[src/rtl/core_wb_pkg.sv]
// Shared encodings and width helpers for the write-back unit.
package core_wb_pkg;

    localparam logic [1:0] LD_B = 2'd0;
    localparam logic [1:0] LD_H = 2'd1;
    localparam logic [1:0] LD_W = 2'd2;
    localparam logic [1:0] LD_D = 2'd3;

    function automatic int unsigned sel_w(input int unsigned n);
        return (n <= 1) ? 1 : $clog2(n);
    endfunction

    function automatic int unsigned off_w(input int unsigned xlen);
        return (xlen <= 8) ? 1 : $clog2(xlen / 8);
    endfunction

    localparam int unsigned SEL_W = sel_w(4);
    localparam int unsigned OFF_W = off_w(32);

endpackage

[src/rtl/core_wb_ldfmt.sv]
// Load data formatter: shift by byte offset, extract by size, extend.
module core_wb_ldfmt
    import core_wb_pkg::*;
#(
    parameter int unsigned XLEN = 32
) (
    input  logic [XLEN-1:0]         raw_i,
    input  logic [1:0]              size_i,
    input  logic                    uns_i,
    input  logic [off_w(XLEN)-1:0]  off_i,
    output logic [XLEN-1:0]         data_o
);

    localparam logic IS64 = (XLEN > 32);

    logic [XLEN-1:0] sh;
    logic [XLEN-1:0] ext_w;

    assign sh = raw_i >> {off_i, 3'b000};

    generate
        if (XLEN > 32) begin : g_w64
            assign ext_w = {{(XLEN-32){~uns_i & sh[31]}}, sh[31:0]};
        end else begin : g_w32
            assign ext_w = sh;
        end
    endgenerate

    // A dword request on a 32-bit datapath falls through to word.
    always_comb begin
        data_o = ext_w;
        unique case (1'b1)
            (size_i == LD_B):
                data_o = {{(XLEN-8){~uns_i & sh[7]}}, sh[7:0]};
            (size_i == LD_H):
                data_o = {{(XLEN-16){~uns_i & sh[15]}}, sh[15:0]};
            (size_i == LD_D) && IS64:
                data_o = sh;
            default:
                data_o = ext_w;
        endcase
    end

endmodule

[src/rtl/core_wb_wbu_mc.sv]
// Multi-source write-back stage with RF write, forwarding and retire count.
// Optional difftest commit ports enabled by CORE_WB_DIFFTEST_EN.
module core_wb_wbu_mc
    import core_wb_pkg::*;
#(
    parameter int unsigned XLEN    = 32,
    parameter int unsigned RFIDX_W = 5,
    parameter int unsigned NSRC    = 4,
    parameter int unsigned LSU_SRC = 1,
    parameter int unsigned RET_W   = 64
) (
    input  logic                       clk,
    input  logic                       rst,
    input  logic                       valid_in,
    output logic                       ready_in,
    output logic                       valid_out,
    input  logic                       ready_out,
    input  logic [RFIDX_W-1:0]         i_rd_idx,
    input  logic                       i_rd_wen,
    input  logic [sel_w(NSRC)-1:0]     i_src_sel,
    input  logic [NSRC*XLEN-1:0]       i_results,
    input  logic [1:0]                 i_ld_size,
    input  logic                       i_ld_unsigned,
    input  logic [off_w(XLEN)-1:0]     i_ld_offset,
    output logic                       wb_en,
    output logic [RFIDX_W-1:0]         wb_idx,
    output logic [XLEN-1:0]            wb_data,
    output logic [RFIDX_W-1:0]         rd_idx_wb_forward,
    output logic                       rd_wen_wb_forward,
    output logic [XLEN-1:0]            rd_dat_wb_forward,
    output logic [RET_W-1:0]           retire_cnt
`ifdef CORE_WB_DIFFTEST_EN
    ,
    input  logic [XLEN-1:0]            i_pc,
    input  logic [31:0]                i_inst,
    output logic                       difftest_commit,
    output logic [XLEN-1:0]            difftest_pc,
    output logic [31:0]                difftest_inst
`endif
);

    localparam int unsigned SW = sel_w(NSRC);
    localparam int unsigned OW = off_w(XLEN);

    logic               valid_q,  valid_d;
    logic [RFIDX_W-1:0] rd_idx_q, rd_idx_d;
    logic               rd_wen_q, rd_wen_d;
    logic [SW-1:0]      sel_q,    sel_d;
    logic [XLEN-1:0]    res_q,    res_d;
    logic [1:0]         size_q,   size_d;
    logic               uns_q,    uns_d;
    logic [OW-1:0]      off_q,    off_d;
    logic [RET_W-1:0]   ret_q,    ret_d;

    logic            load;
    logic            retire;
    logic [XLEN-1:0] sel_res;
    logic [XLEN-1:0] fmt_data;
    logic            wr_ok;

    assign ready_in = ~valid_q | ready_out;
    assign load     = valid_in & ready_in;
    assign retire   = valid_q & ready_out;

    // Out-of-range selectors leave sel_res at zero.
    always_comb begin
        sel_res = '0;
        for (int k = 0; k < NSRC; k++) begin
            if (i_src_sel == SW'(k)) begin
                sel_res = i_results[k*XLEN +: XLEN];
            end
        end
    end

    always_comb begin
        valid_d  = valid_q;
        rd_idx_d = rd_idx_q;
        rd_wen_d = rd_wen_q;
        sel_d    = sel_q;
        res_d    = res_q;
        size_d   = size_q;
        uns_d    = uns_q;
        off_d    = off_q;
        ret_d    = ret_q;
        if (retire) begin
            valid_d = 1'b0;
            ret_d   = ret_q + RET_W'(1);
        end
        if (load) begin
            valid_d  = 1'b1;
            rd_idx_d = i_rd_idx;
            rd_wen_d = i_rd_wen;
            sel_d    = i_src_sel;
            res_d    = sel_res;
            size_d   = i_ld_size;
            uns_d    = i_ld_unsigned;
            off_d    = i_ld_offset;
        end
    end

    always_ff @(posedge clk or posedge rst) begin
        if (rst) begin
            valid_q  <= 1'b0;
            rd_idx_q <= '0;
            rd_wen_q <= 1'b0;
            sel_q    <= '0;
            res_q    <= '0;
            size_q   <= '0;
            uns_q    <= 1'b0;
            off_q    <= '0;
            ret_q    <= '0;
        end else begin
            valid_q  <= valid_d;
            rd_idx_q <= rd_idx_d;
            rd_wen_q <= rd_wen_d;
            sel_q    <= sel_d;
            res_q    <= res_d;
            size_q   <= size_d;
            uns_q    <= uns_d;
            off_q    <= off_d;
            ret_q    <= ret_d;
        end
    end

    core_wb_ldfmt #(
        .XLEN   (XLEN)
    ) u_ldfmt (
        .raw_i  (res_q),
        .size_i (size_q),
        .uns_i  (uns_q),
        .off_i  (off_q),
        .data_o (fmt_data)
    );

    assign wr_ok   = valid_q & rd_wen_q & (rd_idx_q != '0);
    assign wb_data = (sel_q == SW'(LSU_SRC)) ? fmt_data : res_q;
    assign wb_idx  = rd_idx_q;
    assign wb_en   = wr_ok & ready_out;

    assign rd_idx_wb_forward = rd_idx_q;
    assign rd_wen_wb_forward = wr_ok;
    assign rd_dat_wb_forward = wb_data;

    assign valid_out  = valid_q;
    assign retire_cnt = ret_q;

`ifdef CORE_WB_DIFFTEST_EN
    logic [XLEN-1:0] pc_q,   pc_d;
    logic [31:0]     inst_q, inst_d;

    assign pc_d   = load ? i_pc   : pc_q;
    assign inst_d = load ? i_inst : inst_q;

    always_ff @(posedge clk or posedge rst) begin
        if (rst) begin
            pc_q   <= '0;
            inst_q <= '0;
        end else begin
            pc_q   <= pc_d;
            inst_q <= inst_d;
        end
    end

    assign difftest_commit = retire;
    assign difftest_pc     = pc_q;
    assign difftest_inst   = inst_q;
`endif

endmodule

[config.mk]
export PLATFORM = sky130hd
export DESIGN_NAME = core_wb_wbu_mc
export DESIGN_NICKNAME = d
export VERILOG_FILES = /design/src/rtl/core_wb_pkg.sv /design/src/rtl/core_wb_ldfmt.sv /design/src/rtl/core_wb_wbu_mc.sv
export SDC_FILE = /design/constraint.sdc
export NUM_CORES = 1
export LEC_CHECK = 0
export CAP_MARGIN = 0
export CORE_MARGIN = 1
export CORE_UTILIZATION = 38
export CTS_CLUSTER_SIZE = 16
export DETAILED_ROUTE_END_ITERATION = 8
export GPL_TIMING_DRIVEN = 0
export PLACE_DENSITY = 0.78
export SLEW_MARGIN = 20
export SYNTH_ARGS = -nofsm -noshare
export SYNTH_HDL_FRONTEND = slang
export SYNTH_SLANG_ARGS = --single-unit
[constraint.sdc]
create_clock -name clk -period 4.85 [get_ports clk]
set_input_delay 0.7275 -clock clk [delete_from_list [all_inputs] [get_ports clk]]
set_output_delay 0.7275 -clock clk [all_outputs]
set_load 0.05 [all_outputs]
Yosys cells after proc, flatten, opt, wreduce, memory -nomap -nowiden
Index checks and enable logic that the tools add are counted.
- add/sub/neg operators: 1
- equality and inequality tests: 5
- shift operators: 1
- multiplexer cells: 8
- bitwise logic cells: 10
- reductions and logical operators: 4
- operator list (operator ; count):
    $mux 32 ; 5
    $add 64x1->64 const B ; 1
    $pmux 32 s2 ; 1
    $shr 32x5->32 ; 1
    $and 1x1->1 ; 7
    $eq 2x1->1 const B ; 3
    $reduce_bool 5->1 ; 1
    $eq 2x2->1 const B ; 2
    $logic_not 2->1 ; 2
    $mux 1 ; 2
    $not 1->1 ; 2
    $reduce_bool 2->1 ; 1
    $or 1x1->1 ; 1
- flip-flop bits (word level): 110
- input bits: 145
- output and inout bits: 142
- logic and storage cells: 38

Longest topological paths before layout
- depth after elaboration: 5
- gate-level depth with buffers: 8
- depth with buffers taken out: 6

By module
From an unflattened synthesis, not the netlist that was laid out.
- cells, all modules: 589
- area total of the unflattened synthesis: 6936.7 um^2
- modules (own cells, without submodules) (module ; instances ; cells each ; area each (um^2) ; sequential area each (um^2)):
    core_wb_wbu_mc ; 1 ; 486 ; 6168.4 ; 2752.6
    core_wb_ldfmt ; 1 ; 103 ; 768.2 ; 0.0

Worst setup path after synthesis
Ideal clock, no wire load.
- path kind: reg2out
- from: reg off_q[0]
- to: out wb_data[3]
- data arrival time: 2.520 ns
- required time: 4.123 ns
- setup slack: 1.602 ns
- cell stages (with the launch flop): 7
- buffers on the path: 3
- cells stage by stage: dfrtp_1 buf_2 buf_1 and3_1 a21oi_1 o21ai_0 buf_4
- cells in the longest elaborated chain, start to end: 3
- RTL lines (element ; line ; source):
    from (decl) ; core_wb_wbu_mc.sv:52 ; logic [OW-1:0] off_q, off_d;
    from (signal assigned) ; core_wb_wbu_mc.sv:110 ; off_q <= '0;
    from (signal assigned) ; core_wb_wbu_mc.sv:120 ; off_q <= off_d;
    $shr 32x5->32 ; core_wb_ldfmt.sv:19 ; assign sh = raw_i >> {off_i, 3'b000};
    $pmux 32 s2 ; core_wb_ldfmt.sv:32 ; unique case (1'b1)
    $mux 32 ; core_wb_wbu_mc.sv:136 ; assign wb_data = (sel_q == SW'(LSU_SRC)) ? fmt_data : res_q;
    to (decl) ; core_wb_wbu_mc.sv:27 ; output logic [XLEN-1:0] wb_data,
No other way between the ends.

Final worst setup path
- from: reg off_q[1]
- to: out wb_data[23]
- cells in the longest elaborated chain, start to end: 4
- elaborated cells between the ends (all ways): 5
- classes of those cells: shift (1); mux (2); bitwise (2)
- RTL lines (element ; line):
    $shr 32x5->32 * ; core_wb_ldfmt.sv:19
    $and 1x1->1, on equally long branches ; core_wb_ldfmt.sv:36, core_wb_ldfmt.sv:34
    $pmux 32 s2 * ; core_wb_ldfmt.sv:32
    $mux 32 * ; core_wb_wbu_mc.sv:136
Mark *: on every way between the ends. The rest lies on a longest branch, timed or not.

==> impl_metrics.tcl <==
set metrics [dict create \
    crit_arrival_ns 3.29 \
    cp_cell_sequence "buf_2 > nand2b_1 > o21ai_0 > clkbuf_1 > a221o_1 > buf_4 > clkdlybuf4s50_1" \
    synth_top_area_frac 0.4174 \
    internal_power_mw 2.156 \
    power.share.combinational 0.493 \
    rsz0062_at_grt "no" \
    grt_util_all_layers 0.2326 \
    clk_pin_slew_worst_paths_ns 0.08 \
    insertion_delay_ns 0.35 \
    fin_tns_setup_ns 0 \
    hold_violations 0 \
    htree_levels 3 \
    numClockSinks 110 \
    antenna_cells 0 \
    drt_first_pass_iters 5 \
    hp-class "reg -> reg" \
    power_density_mw_per_mm2 369.0 \
    ios 287 \
    final_cell_mix "clkdlybuf4s50_1 (284), dfrtp_1 (110), mux2_2 (52)" \
    avgSynthCellArea_um2 11.35 \
    fmax_mhz 248.8 \
    endpoint_kind "output pin" \
    grt_pass1_vias 5789 \
    io_buffers 284 \
    setup_viol 0 \
    crit_path_top_delay_cell "clkdlybuf4s50_1" \
    hold_buffers 0 \
    setup_ws_ns 0.8307 \
    cp_top_family "buffers and inverters" \
    clkPwrFrac 0.206 \
    core_mm2 0.01676 \
    root_buffer "clkbuf_16" \
    slew_viol_final 0 \
    synth_area_mm2 0.006595 \
    vias_per_cell 5.228 \
    layout_commonest_cell "clkdlybuf4s50_1" \
    hp-start "retire_cnt[63]" \
    cts_tree "done" \
    ys_seq_area_frac 0.4174 \
    drtAntennaViolNets 0 \
    chipWidth_um 133.7 \
    fp.dieH_um 133.7 \
    dpl_worst_slack_ns 1.225 \
    start_util 0.3935 \
    ctsResizeCount 0 \
    routabilityCongestion 0.9203 \
    crit_buf_inv 4 \
    post-route-period-util 0.8287 \
    max-slew-margin-rel 0.4534 \
    dpl.hpwl_mm 16.45 \
    synth_warnings 0 \
    multiInputGateArea_mm2 0.003402 \
    wire_per_inst_um 18.83 \
    synth_fp_nets 727 \
    synthToLayoutAreaGrowth_pct 52.36 \
    tightest_slew_ns 0.8199 \
    p_sw_mw 1.552 \
    async_flop_share 1.000 \
    crit_required_ns 4.12 \
    seq_area_mm2 0.002753 \
    yosysTopAreaCell "dfrtp_1" \
    synth-main-ff-cell "dfrtp_1" \
    cp-start-kind "flop" \
    drive_above_1_share 0.1884 \
    grt.overflow.total 0 \
    drc 0 \
    grt_first_pass_wirelength_mm 31.93 \
    cap_viol_max_count 0 \
    p_seq_frac 0.302 \
    final_util 0.5996 \
    dieArea_mm2 0.01789 \
    ys_seq_elements 110 \
    antenna_found_initial 0 \
    nets 1023 \
    post_cts_buffers 0 \
    status "finished clean" \
    drt_iter0_drc 347 \
    fin_skew_ns 0.008463 \
    worst-path-max-fanout 10 \
    postSynthCellCount 581 \
    cts_buffers 9 \
    dr_total_vias 5756 \
    placementRows 47 \
    worstSetupPathType "reg -> out" \
    ys_types 46 \
    nFillCells 1451 \
    worstSetupStartpoint "off_q[1]" \
    grt_max_degree 66 \
    yosys-top-cells-area "dfrtp_1 (42%), mux4_2 (11%), mux2_2 (8.9%)" \
    switching_share 0.4185 \
    routed_wl_mm 20.74 \
    peakVddDrop_v 0.0002641 \
    p_leak_nw 4.291 \
    post-route-min-period_ns 4.019 \
    worstReg2RegStart "retire_cnt[0]" \
    synth_edf_count 0 \
    critPathMaxStageDelay_ns 0.78 \
    clockBufferDepth 2 \
]
==> power by group through the flow <==
| stage | combinational (mW) | sequential (mW) | clock (mW) |
|---|---|---|---|
| 2_1_floorplan | 1.12 | 1.20 | 0 |
| 5_1_grt | 1.91 | 1.13 | 0.816 |
| 3_5_place_dp | 1.83 | 1.13 | 0 |
| 6_report | 1.83 | 1.12 | 0.762 |
| 4_1_cts | 1.83 | 1.12 | 0.776 |
| 3_3_place_gp | 1.81 | 1.13 | 0 |
==> worst reg2reg max path, cell delays in order (launching register included) <==
cell	delay [ns]
dfrtp_1	0.42
ha_1	0.17
nand3_1	0.16
nor4_4	0.49
nand4_4	0.21
buf_6	0.22
nor3_2	0.19
xor2_1	0.16
==> final cells by class <==
cell class                 instances  area share
buffer                            62     0.03860
inverter                          14    0.005728
multi-input combinational        395      0.3386
sequential                       110      0.2739
tap                              220     0.02739
timing repair buffer             285      0.2856
clock buffer                       9     0.02241
clock inverter                     6    0.007720
==> synthesized netlist by cell type (11+ instances only) <==
| cell type | n |
|---|---|
| nor2_1 | 36 |
| mux2i_1 | 12 |
| nand2_1 | 38 |
| nand4_1 | 16 |
| mux2_2 | 52 |
| clkbuf_1 | 16 |
| xnor2_1 | 27 |
| buf_4 | 37 |
| inv_1 | 13 |
| mux4_2 | 32 |
| o21ai_0 | 14 |
| xor2_1 | 36 |
| dfrtp_1 | 110 |
| a21oi_1 | 12 |
| and3_1 | 12 |
| nand3_1 | 24 |
| nor3_1 | 11 |
==> metal layers <==
metal / vias to the layer above / GRT usage / part of all wire
met1: 2841 / 0.2702 / 0.39
met5: - / 0 / 0
met4: 0 / 0.07576 / 0.019
met2: 228 / 0.4208 / 0.52
met3: 29 / 0.05175 / 0.068
li1: 2658 / - / -
==> final timing paths <==
check	to	slack [ns]	depth (start not counted)
setup / recovery	wb_data[23]	0.83	7
hold / removal	retire_cnt[63]	0.48	1
min in group asynchronous	valid_out	0.79	2
max in group asynchronous	retire_cnt[29]	3.40	3
hold reg to reg	retire_cnt[63]	0.48	1
setup reg to reg	retire_cnt[52]	2.75	7
==> through the flow <==
step	std cells	cell area (um^2)	total power, mW	hold WS (ns)
4_1_cts	1101	10050	3.727	0.4870
2_1_floorplan	581	6595	2.317	0.4794
3_3_place_gp	1085	9713	2.939	0.4552
3_5_place_dp	1086	9746	2.965	0.4764
6_report	1101	10050	3.708	0.4787
5_1_grt	1101	10050	3.854	0.4896
==> sequential cells by signal, summed over array words and instances, names as in the netlist <==
register,flops
size_q,2
rd_wen_q,1
uns_q,1
retire_cnt,64
sel_q,2
res_q,32
rd_idx_wb_forward,5
off_q,2
valid_out,1
==> logic make-up after synthesis <==
| logic type | synth area share |
|---|---|
| multiplexers | 0.2163 |
| AO/OA/AOI/OAI | 0.05730 |
| AND/OR/NAND/NOR | 0.1567 |
| flip-flops | 0.4174 |
| buffers and inverters | 0.06678 |
| adder cells (fa/ha/maj) | 0.001897 |
| XOR/XNOR | 0.08367 |
(Power assumes the default switching activity.)
